`src/rtl/imem_pkg.sv`:
```
// Shared types and constants for the instruction-memory port arbiter.
package imem_pkg;

    localparam int ADDR_W_DEFAULT = 6;
    localparam int WORD_W         = 32;
    localparam int STREAK_W       = 8;

    typedef enum logic {
        F_PRI = 1'b0,
        L_PRI = 1'b1
    } arb_state_e;

endpackage

```
`src/rtl/imem_port_arbiter_if.sv`:
```
// Fetch, loader and RAM-side signals of the instruction-memory arbiter.
interface imem_port_arbiter_if
    import imem_pkg::*;
#(
    parameter int ADDR_W = ADDR_W_DEFAULT
);
    logic              if_req;
    logic [31:0]       if_addr;
    logic              if_gnt;
    logic              if_rvalid;
    logic [WORD_W-1:0] if_rdata;
    logic              if_oob;
    logic              stall_f;
    logic              ld_valid;
    logic              ld_ready;
    logic [ADDR_W-1:0] ld_addr;
    logic [WORD_W-1:0] ld_data;
    logic              mem_en;
    logic              mem_we;
    logic [ADDR_W-1:0] mem_addr;
    logic [WORD_W-1:0] mem_wdata;
    logic [WORD_W-1:0] mem_rdata;

    modport slave (
        input  if_req, if_addr, ld_valid, ld_addr, ld_data, mem_rdata,
        output if_gnt, if_rvalid, if_rdata, if_oob, stall_f,
        output ld_ready, mem_en, mem_we, mem_addr, mem_wdata
    );

    modport master (
        output if_req, if_addr, ld_valid, ld_addr, ld_data, mem_rdata,
        input  if_gnt, if_rvalid, if_rdata, if_oob, stall_f,
        input  ld_ready, mem_en, mem_we, mem_addr, mem_wdata
    );

endinterface

```
`src/rtl/imem_streak_ctr.sv`:
```
// Saturating count of consecutive fetch grants taken while a load waits.
module imem_streak_ctr
    import imem_pkg::*;
#(
    parameter int MAX = 8
) (
    input  logic                clk,
    input  logic                reset,
    input  logic                clr,
    input  logic                inc,
    output logic [STREAK_W-1:0] count
);
    localparam logic [STREAK_W-1:0] MAX_V = STREAK_W'(MAX);

    always_ff @(posedge clk) begin
        if (!reset) begin
            count <= '0;
        end else if (clr) begin
            count <= '0;
        end else if (inc && count != MAX_V) begin
            count <= count + 1'b1;
        end
    end

endmodule

```
`src/rtl/imem_port_arbiter.sv`:
```
// Shares one single-port instruction RAM between Fetch reads and loader writes,
// with a streak limit so a pending load cannot be starved.
module imem_port_arbiter
    import imem_pkg::*;
#(
    parameter int ADDR_W     = ADDR_W_DEFAULT,
    parameter int MAX_STREAK = 8
) (
    input logic                clk,
    input logic                reset,
    imem_port_arbiter_if.slave bus
);
    localparam logic [STREAK_W-1:0] LIM = STREAK_W'(MAX_STREAK - 1);

    arb_state_e          state;
    arb_state_e          state_n;
    logic [STREAK_W-1:0] streak;
    logic                if_gnt;
    logic                ld_ready;
    logic                inc;
    logic                clr;
    logic                rvalid;
    logic                oob;
    logic [WORD_W-1:0]   rdata_q;

    imem_streak_ctr #(.MAX(MAX_STREAK)) u_streak (
        .clk   (clk),
        .reset (reset),
        .clr   (clr),
        .inc   (inc),
        .count (streak)
    );

    // The switch to L_PRI is taken on the grant that fills the streak,
    // so exactly MAX_STREAK fetches precede the forced load.
    always_comb begin
        if_gnt   = 1'b0;
        ld_ready = 1'b0;
        inc      = 1'b0;
        state_n  = state;
        case (state)
            F_PRI: begin
                if (bus.if_req) begin
                    if_gnt = 1'b1;
                    inc    = bus.ld_valid;
                    if (bus.ld_valid && streak >= LIM) begin
                        state_n = L_PRI;
                    end
                end else if (bus.ld_valid) begin
                    ld_ready = 1'b1;
                end
            end
            L_PRI: begin
                state_n = F_PRI;
                if (bus.ld_valid) begin
                    ld_ready = 1'b1;
                end else begin
                    if_gnt = bus.if_req;
                end
            end
            default: state_n = F_PRI;
        endcase
        clr = ~bus.ld_valid | ld_ready;
    end

    always_ff @(posedge clk) begin
        if (!reset) begin
            state   <= F_PRI;
            rvalid  <= 1'b0;
            oob     <= 1'b0;
            rdata_q <= '0;
        end else begin
            state  <= state_n;
            rvalid <= if_gnt;
            oob    <= if_gnt & (|bus.if_addr[31:ADDR_W+2]);
            if (rvalid) begin
                rdata_q <= bus.mem_rdata;
            end
        end
    end

    assign bus.if_gnt    = if_gnt;
    assign bus.ld_ready  = ld_ready;
    assign bus.stall_f   = bus.if_req & ~if_gnt;
    assign bus.mem_en    = if_gnt | ld_ready;
    assign bus.mem_we    = ld_ready;
    assign bus.mem_addr  = ld_ready ? bus.ld_addr : bus.if_addr[ADDR_W+1:2];
    assign bus.mem_wdata = ld_ready ? bus.ld_data : '0;
    assign bus.if_rvalid = rvalid;
    assign bus.if_oob    = oob;
    assign bus.if_rdata  = rvalid ? bus.mem_rdata : rdata_q;

endmodule

```
`src/flat_wrapper.sv`:
```
// flat-port wrapper written by rule: the top's interface ports become plain ports
module imem_port_arbiter_flat import imem_pkg::*;
#(
    parameter int ADDR_W     = ADDR_W_DEFAULT,
    parameter int MAX_STREAK = 8
)
  (clk, reset, bus_if_req, bus_if_addr, bus_ld_valid, bus_ld_addr, bus_ld_data, bus_mem_rdata, bus_if_gnt, bus_if_rvalid, bus_if_rdata, bus_if_oob, bus_stall_f, bus_ld_ready, bus_mem_en, bus_mem_we, bus_mem_addr, bus_mem_wdata);
  imem_port_arbiter_if #(.ADDR_W(ADDR_W)) bus_i ();
  input logic clk;
  input logic reset;
  input wire logic [$bits(bus_i.if_req)-1:0] bus_if_req;
  input wire logic [$bits(bus_i.if_addr)-1:0] bus_if_addr;
  input wire logic [$bits(bus_i.ld_valid)-1:0] bus_ld_valid;
  input wire logic [$bits(bus_i.ld_addr)-1:0] bus_ld_addr;
  input wire logic [$bits(bus_i.ld_data)-1:0] bus_ld_data;
  input wire logic [$bits(bus_i.mem_rdata)-1:0] bus_mem_rdata;
  output wire logic [$bits(bus_i.if_gnt)-1:0] bus_if_gnt;
  output wire logic [$bits(bus_i.if_rvalid)-1:0] bus_if_rvalid;
  output wire logic [$bits(bus_i.if_rdata)-1:0] bus_if_rdata;
  output wire logic [$bits(bus_i.if_oob)-1:0] bus_if_oob;
  output wire logic [$bits(bus_i.stall_f)-1:0] bus_stall_f;
  output wire logic [$bits(bus_i.ld_ready)-1:0] bus_ld_ready;
  output wire logic [$bits(bus_i.mem_en)-1:0] bus_mem_en;
  output wire logic [$bits(bus_i.mem_we)-1:0] bus_mem_we;
  output wire logic [$bits(bus_i.mem_addr)-1:0] bus_mem_addr;
  output wire logic [$bits(bus_i.mem_wdata)-1:0] bus_mem_wdata;
  assign bus_i.if_req = bus_if_req;
  assign bus_i.if_addr = bus_if_addr;
  assign bus_i.ld_valid = bus_ld_valid;
  assign bus_i.ld_addr = bus_ld_addr;
  assign bus_i.ld_data = bus_ld_data;
  assign bus_i.mem_rdata = bus_mem_rdata;
  assign bus_if_gnt = bus_i.if_gnt;
  assign bus_if_rvalid = bus_i.if_rvalid;
  assign bus_if_rdata = bus_i.if_rdata;
  assign bus_if_oob = bus_i.if_oob;
  assign bus_stall_f = bus_i.stall_f;
  assign bus_ld_ready = bus_i.ld_ready;
  assign bus_mem_en = bus_i.mem_en;
  assign bus_mem_we = bus_i.mem_we;
  assign bus_mem_addr = bus_i.mem_addr;
  assign bus_mem_wdata = bus_i.mem_wdata;
  imem_port_arbiter #(.ADDR_W(ADDR_W), .MAX_STREAK(MAX_STREAK)) u_core (.clk(clk), .reset(reset), .bus(bus_i));
endmodule
```
`config.mk`:
```
export PLATFORM = sky130hd
export DESIGN_NAME = imem_port_arbiter_flat
export DESIGN_NICKNAME = d
export VERILOG_FILES = /design/src/rtl/imem_pkg.sv /design/src/rtl/imem_port_arbiter_if.sv /design/src/rtl/imem_streak_ctr.sv /design/src/rtl/imem_port_arbiter.sv /design/src/flat_wrapper.sv
export SDC_FILE = /design/constraint.sdc
export NUM_CORES = 1
export LEC_CHECK = 0
export CORE_UTILIZATION = 29
export DETAILED_ROUTE_END_ITERATION = 8
export GPL_ROUTABILITY_DRIVEN = 0
export PLACE_DENSITY = 0.77
export SYNTH_ARGS = -nofsm -noshare
export SYNTH_HDL_FRONTEND = slang
export SYNTH_HIERARCHICAL = 1
export SYNTH_SLANG_ARGS = --single-unit
```
`constraint.sdc`:
```
create_clock -name clk -period 1.3 [get_ports clk]
set_input_delay 0.195 -clock clk [delete_from_list [all_inputs] [get_ports clk]]
set_output_delay 0.195 -clock clk [all_outputs]
set_load 0.02 [all_outputs]
```
==> impl_metrics.env, run 1 <==
export IMPL_status="finished, violations left"
export IMPL_violations="negative setup slack"
export IMPL_die_h_um=87.67
export IMPL_drive_gt1_frac=0.4817
export IMPL_avgSynthCellArea_um2=9.808
export IMPL_drv_cap=0
export IMPL_netSwitchingFraction=0.2515
export IMPL_post_route_util=0.6969
export IMPL_dpl_cell_area_um2=4318
export IMPL_core_area_um2=6944
export IMPL_crit_fanout=6
export IMPL_synth_seq_cells=43
export IMPL_ys_types=32
export IMPL_syn_area_um2=2128
export IMPL_grt_ovfl_total=0
export IMPL_n_antenna_cell=0
export IMPL_relSlewSlack=0.7233
export IMPL_clkLatencyLatePin_ns=0.29
export IMPL_crit_family="buffers and inverters"
export IMPL_drt_iter0_drc=31
export IMPL_p_seq_frac=0.369
export IMPL_routed_wirelength_um=8406
export IMPL_synth_cells=217
export IMPL_fmax_ghz=0.5778
export IMPL_num_vias=2376
export IMPL_cts_tree="yes"
export IMPL_clkTransAtPathRegs_ns=0.08
export IMPL_clkPwrFrac=0.285
export IMPL_place_port_buffers=180
export IMPL_worstSetupPathType="flip-flop to output pin"
export IMPL_initial_core_util=0.3065
export IMPL_yosysSeqAreaShare=0.4045
export IMPL_grt_start_max_net_pins=29
export IMPL_routedWlPerCell_um=15.74
export IMPL_io_pins=183
export IMPL_cts_sinks=43
export IMPL_htree_levels=2
export IMPL_worst_ep_arrival_time_ns=1.54
export IMPL_r2r_worst_path_cells=6
export IMPL_r2r_slack_ns=-0.10
export IMPL_slowest_delay_ns=0.35
export IMPL_num_rows=30
export IMPL_cp_common_cell="buf_6"
export IMPL_synth_flop_cell="dfxtp_1"
export IMPL_die_x_um=87.67
export IMPL_cts_max_path_buffers=2
export IMPL_critPathBufInv=3
export IMPL_grtUsageTotal=0.2002
export IMPL_p_leak_nw=2.174
export IMPL_p_per_area_nw_per_um2=775.9
export IMPL_ant_nets=0
export IMPL_min_from="u_core/u_streak/count[0]"
export IMPL_stdcell_area_um2=4840
export IMPL_r2r_end="u_core/u_streak/count[7]"
export IMPL_skew_ns=0.003659
export IMPL_antenna_found_initial=0
export IMPL_dr_pass1_iters=4
export IMPL_dieArea_um2=7685
export IMPL_worstPathCellList="inv_2 > a21boi_4 > buf_6 > mux2_4 > buf_6"
export IMPL_cp_slowest_cell="dfxtp_2"
export IMPL_yosys_warnings=6
export IMPL_r2r_start="u_core/state"
export IMPL_ir_drop_v=0.0006533
export IMPL_min_period_ns=1.731
export IMPL_hold_class="flip-flop to flip-flop"
export IMPL_crit_required_ns=1.11
export IMPL_cts_root_buffer="clkbuf_8"
export IMPL_cts_buffers_inserted=5
export IMPL_pwr_share_comb=0.346
export IMPL_report_final_hold_viol_count=0
export IMPL_final_nets=545
export IMPL_power_switching_mw=0.9443
export IMPL_critical_path_depth=5
export IMPL_hpwl_um=5988
export IMPL_period_share=1.331
export IMPL_syn_nets=325
export IMPL_synth_enable_flop_cells=0
export IMPL_rsz0062_at_grt="yes"
export IMPL_async_flop_share=0
export IMPL_endpoint_kind="output pin"
export IMPL_setup_viol=86
export IMPL_setup_ws_ns=-0.4307
export IMPL_worst_pin_slew_ns=0.4113
export IMPL_holdPathEnd="u_core/u_streak/count[0]"
export IMPL_maxSlewViolCount=0
export IMPL_hold_path_depth=3
export IMPL_drcViolationCount=0
export IMPL_grt_pass1_vias=2290
export IMPL_area_delta_synth_final_pct=127.4
export IMPL_p_int_mw=2.811
export IMPL_startpoint_type="flip-flop"
export IMPL_viasPerCell=4.449
export IMPL_grt_pass1_wl_um=11630
export IMPL_hold_buffers=0
export IMPL_power_mw=3.755
sequential cells by signal (all words and copies together), names as in the netlist:
name	cells
u_core/bus.if_rvalid	1
u_core/rdata_q	32
u_core/state	1
u_core/u_streak/count	8
u_core/bus.if_oob	1
placed cells by master (no fill, tap or decap), types with 5 or more instances in the layout:
cell and instances:
clkdlybuf4s50_1 101, inv_1 5, and2_4 21, buf_4 26, dfxtp_1 39, buf_2 13
mux2_4 38, buf_6 75, clkbuf_8 6, nand2_1 6, and2_1 41, nor4_1 6
power by group through the flow:
stage	Combinational, mW	Sequential, mW	Clock [mW]
floorplan	0.486	1.41	0
global placement	1.10	1.41	0
detailed placement	1.12	1.41	0
CTS	1.23	1.39	1.10
global route	1.36	1.39	1.17
finish	1.30	1.39	1.07
Yosys cell counts (2+ instances only):
master	number	share of area
o21ai_0	3	0.0071
mux2i_1	2	0.0094
mux2_2	33	0.17
nor2_1	3	0.0053
and3_1	3	0.0088
mux2_1	5	0.026
nor4_1	6	0.018
clkbuf_1	7	0.012
a21oi_1	4	0.0094
inv_1	6	0.011
or3_1	3	0.0088
nand2_1	7	0.012
nand3_1	2	0.0047
and2_1	65	0.19
buf_2	4	0.0094
nand4_1	4	0.012
dfxtp_1	43	0.40
ha_1	2	0.012
xor2_1	2	0.0082
worst max path at each step:
stage / startpoint / end / slack (ns)
2_1_floorplan: u_core/bus.if_rvalid / u_core/rdata_q[20] / -0.04
3_3_place_gp: bus_ld_valid / bus_mem_addr[0] / -0.84
3_5_place_dp: bus_ld_valid / bus_mem_addr[2] / -0.87
4_1_cts: u_core/state / bus_mem_addr[3] / -0.41
5_1_grt: u_core/state / bus_mem_addr[2] / -0.50
6_report: u_core/state / bus_mem_addr[0] / -0.43
kinds of logic after synthesis:
| family | synth area share |
|---|---|
| muxes | 0.2105 |
| adders and majority gates | 0.01176 |
| AOI/OAI and AO/OA | 0.04468 |
| and+or+nand+nor | 0.2845 |
| buffers and inverters | 0.03586 |
| xor gates and xnor gates | 0.008232 |
| DFF | 0.4045 |
timing repair:
action | CTS | global route
pin swaps | 3 | 5
resized for setup | 454 | 34
buffers inserted | 11 | 12
gates cloned | 5 | 0
setup endpoints to repair | 86 | 90
cell type report:
type                       instances  area [um2]
clock inverter                     2       35.03
tap                               96       120.1
fill                             520        2105
multi-input combinational        156        1445
clock buffer                       6       82.58
timing repair buffer             225        2266
inverter                           6       22.52
sequential                        43       868.3
tightest hold or removal path: cells and delay by family (launching register included):
family	cells	cell delay (ns)
buffers and inverters	1	0.07
AND/OR/NAND/NOR	1	0.05
multiplexers	1	0.06
flip-flops	1	0.36
routing by layer:
metal | GRT usage | share of wire
met2 | 0.3679 | 0.53
met5 | 0 | 0
met1 | 0.2211 | 0.38
met4 | 0.07154 | 0.017
met3 | 0.05372 | 0.078
stage by stage:
stage	TNS [ns]	hold WS [ns]	std cells	setup WS, ns
3_3_place_gp	-43.95	0.5592	501	-0.8371
2_1_floorplan	-0.1685	0.3167	217	-0.03616
3_5_place_dp	-45.78	0.5647	501	-0.8653
6_report	-24.33	0.5787	534	-0.4307
4_1_cts	-22.60	0.5850	524	-0.4146
5_1_grt	-29.55	0.6205	534	-0.4952
Power figures use the tool's default switching activity.
==> run 2: changes to the inputs <==
--- a/config.mk
+++ b/config.mk
@@ -8,7 +8,8 @@
 export CORE_UTILIZATION = 29
 export DETAILED_ROUTE_END_ITERATION = 8
 export GPL_ROUTABILITY_DRIVEN = 0
-export PLACE_DENSITY = 0.77
+export PLACE_DENSITY_LB_ADDON = 0.05
+export SKIP_LAST_GASP = 1
 export SYNTH_ARGS = -nofsm -noshare
 export SYNTH_HDL_FRONTEND = slang
 export SYNTH_HIERARCHICAL = 1
==> impl_metrics.env, run 2 (same netlist as run 1, synthesis figures left out) <==
export IMPL_drive_gt1_frac=0.5011
export IMPL_maxSlewViolCount=0
export IMPL_largest_reg_flops=32
export IMPL_p_per_area_nw_per_um2=717.7
export IMPL_worst_pin_slew_ns=0.2713
export IMPL_clkLatencyLatePin_ns=0.29
export IMPL_p_leak_nw=2.223
export IMPL_nFillCells=520
export IMPL_dieArea_um2=7685
export IMPL_crit_fanout=8
export IMPL_core_area_um2=6944
export IMPL_area_delta_synth_final_pct=135.3
export IMPL_n_antenna_cell=0
export IMPL_grt_pass1_wl_um=11980
export IMPL_drt_iter0_drc=40
export IMPL_setup_viol=80
export IMPL_r2r_worst_path_cells=6
export IMPL_grt_ovfl_total=0
export IMPL_dr_pass1_iters=4
export IMPL_layout_commonest_cell="clkdlybuf4s50_1"
export IMPL_ant_nets=0
export IMPL_antenna_found_initial=0
export IMPL_die_h_um=87.67
export IMPL_cts_buffers_inserted=5
export IMPL_drcViolationCount=0
export IMPL_grt_pass1_vias=2376
export IMPL_hold_class="flip-flop to flip-flop"
export IMPL_min_period_ns=1.791
export IMPL_drv_cap=0
export IMPL_holdPathEnd="u_core/u_streak/count[0]"
export IMPL_grtUsageTotal=0.2065
export IMPL_rsz0062_at_grt="yes"
export IMPL_routedWlPerCell_um=15.53
export IMPL_crit_required_ns=1.11
export IMPL_r2r_end="u_core/rdata_q[7]"
export IMPL_r2r_start="u_core/bus.if_rvalid"
export IMPL_period_share=1.378
export IMPL_routed_wirelength_um=8340
export IMPL_clkTransAtPathRegs_ns=0.08
export IMPL_num_vias=2380
export IMPL_hold_path_depth=3
export IMPL_grt_start_max_net_pins=33
export IMPL_min_from="u_core/u_streak/count[0]"
export IMPL_top_register="u_core/rdata_q"
export IMPL_endpoint_kind="output pin"
export IMPL_cts_sinks=43
export IMPL_hpwl_um=5885
export IMPL_ir_drop_v=0.0005356
export IMPL_fmax_ghz=0.5583
export IMPL_r2r_slack_ns=-0.12
export IMPL_worst_ep_arrival_time_ns=1.60
export IMPL_place_port_buffers=180
export IMPL_num_rows=30
export IMPL_post_route_util=0.7213
export IMPL_report_final_hold_viol_count=0
export IMPL_top_regs="u_core/rdata_q: 32 flops, u_core/u_streak/count: 8 flops"
export IMPL_cts_max_path_buffers=2
export IMPL_die_x_um=87.67
export IMPL_startpoint_type="flip-flop"
export IMPL_viasPerCell=4.432
export IMPL_cts_tree="yes"
export IMPL_layout_common_cells="clkdlybuf4s50_1 (101), buf_6 (93), dfxtp_1 (39), and2_4 (37), mux2_4 (36)"
export IMPL_setup_ws_ns=-0.4912
export IMPL_skew_ns=0.006725
export IMPL_hold_ws_ns=0.5847
export IMPL_cts_root_buffer="clkbuf_8"
export IMPL_violations="negative setup slack"
export IMPL_place_ws_ns=-0.8618
export IMPL_status="finished, violations left"
export IMPL_htree_levels=2
export IMPL_io_pins=183
export IMPL_final_nets=548
export IMPL_relSlewSlack=0.8189
export IMPL_worstSetupPathType="flip-flop to output pin"
export IMPL_initial_core_util=0.3065
## run 2: where the power goes
part	switching (mW)	internal (mW)	leakage (nW)	total (mW)
clock	0.460	0.377	0.0455	0.837
sequential	0.0151	1.37	0.353	1.38
combinational	0.492	0.883	1.82	1.38
total	0.967	2.63	2.22	3.59
## run 2: stage by stage
step                      TNS (ns)  area (um2)  power (mW)  cells
after floorplan            -0.1685        2312       1.899    217
after global placement      -45.26        4328       2.530    499
after detailed placement    -45.98        4328       2.540    499
after CTS                   -27.63        4783       3.513    534
after global routing        -27.46        5009       3.750    537
final                       -23.61        5009       3.595    537
## run 2: timing repair
item / in CTS / in global routing
endpoints found under the setup margin: 87 / 95
gates cloned: 4 / 0
gates resized for setup: 441 / 105
hold endpoints to repair: 0 / 0
hold buffers: 0 / 0
setup buffers: 23 / 10
pin swaps: 11 / 24
## run 2: worst max-delay path, cell delays in order, from the launching register on
cell,delay [ns]
dfxtp_2,0.34
inv_2,0.05
a21boi_4,0.22
buf_12,0.17
buf_6,0.10
mux2_4,0.29
buf_6,0.13
## run 2: area by class of cell
| type | instances | area (um2) | area share |
|---|---|---|---|
| inverters | 6 | 22.52 | 0.004497 |
| repair buffers | 228 | 2465 | 0.4921 |
| clock buffers | 6 | 72.57 | 0.01449 |
| flip-flops and latches | 43 | 868.3 | 0.1734 |
| multi-input cells | 156 | 1449 | 0.2893 |
| clock inverters | 2 | 11.26 | 0.002248 |
| well taps | 96 | 120.1 | 0.02398 |
## run 2: how the worst max path moves through the flow
stage,cells after the start,start,end
4_1_cts,5,u_core/state,bus_mem_addr[3]
2_1_floorplan,4,u_core/bus.if_rvalid,u_core/rdata_q[20]
6_report,6,u_core/state,bus_mem_addr[3]
3_3_place_gp,5,bus_ld_valid,bus_mem_addr[5]
3_5_place_dp,5,bus_ld_valid,bus_mem_addr[5]
5_1_grt,6,u_core/state,bus_mem_addr[3]
## run 2: layer usage
metal	vias to the layer above	routed length, um	global-route usage
met5	-	0	0
met4	0	224	0.08793
met3	16	584	0.05467
met2	106	4304	0.3764
met1	1081	3226	0.2255
li1	1177	-	-
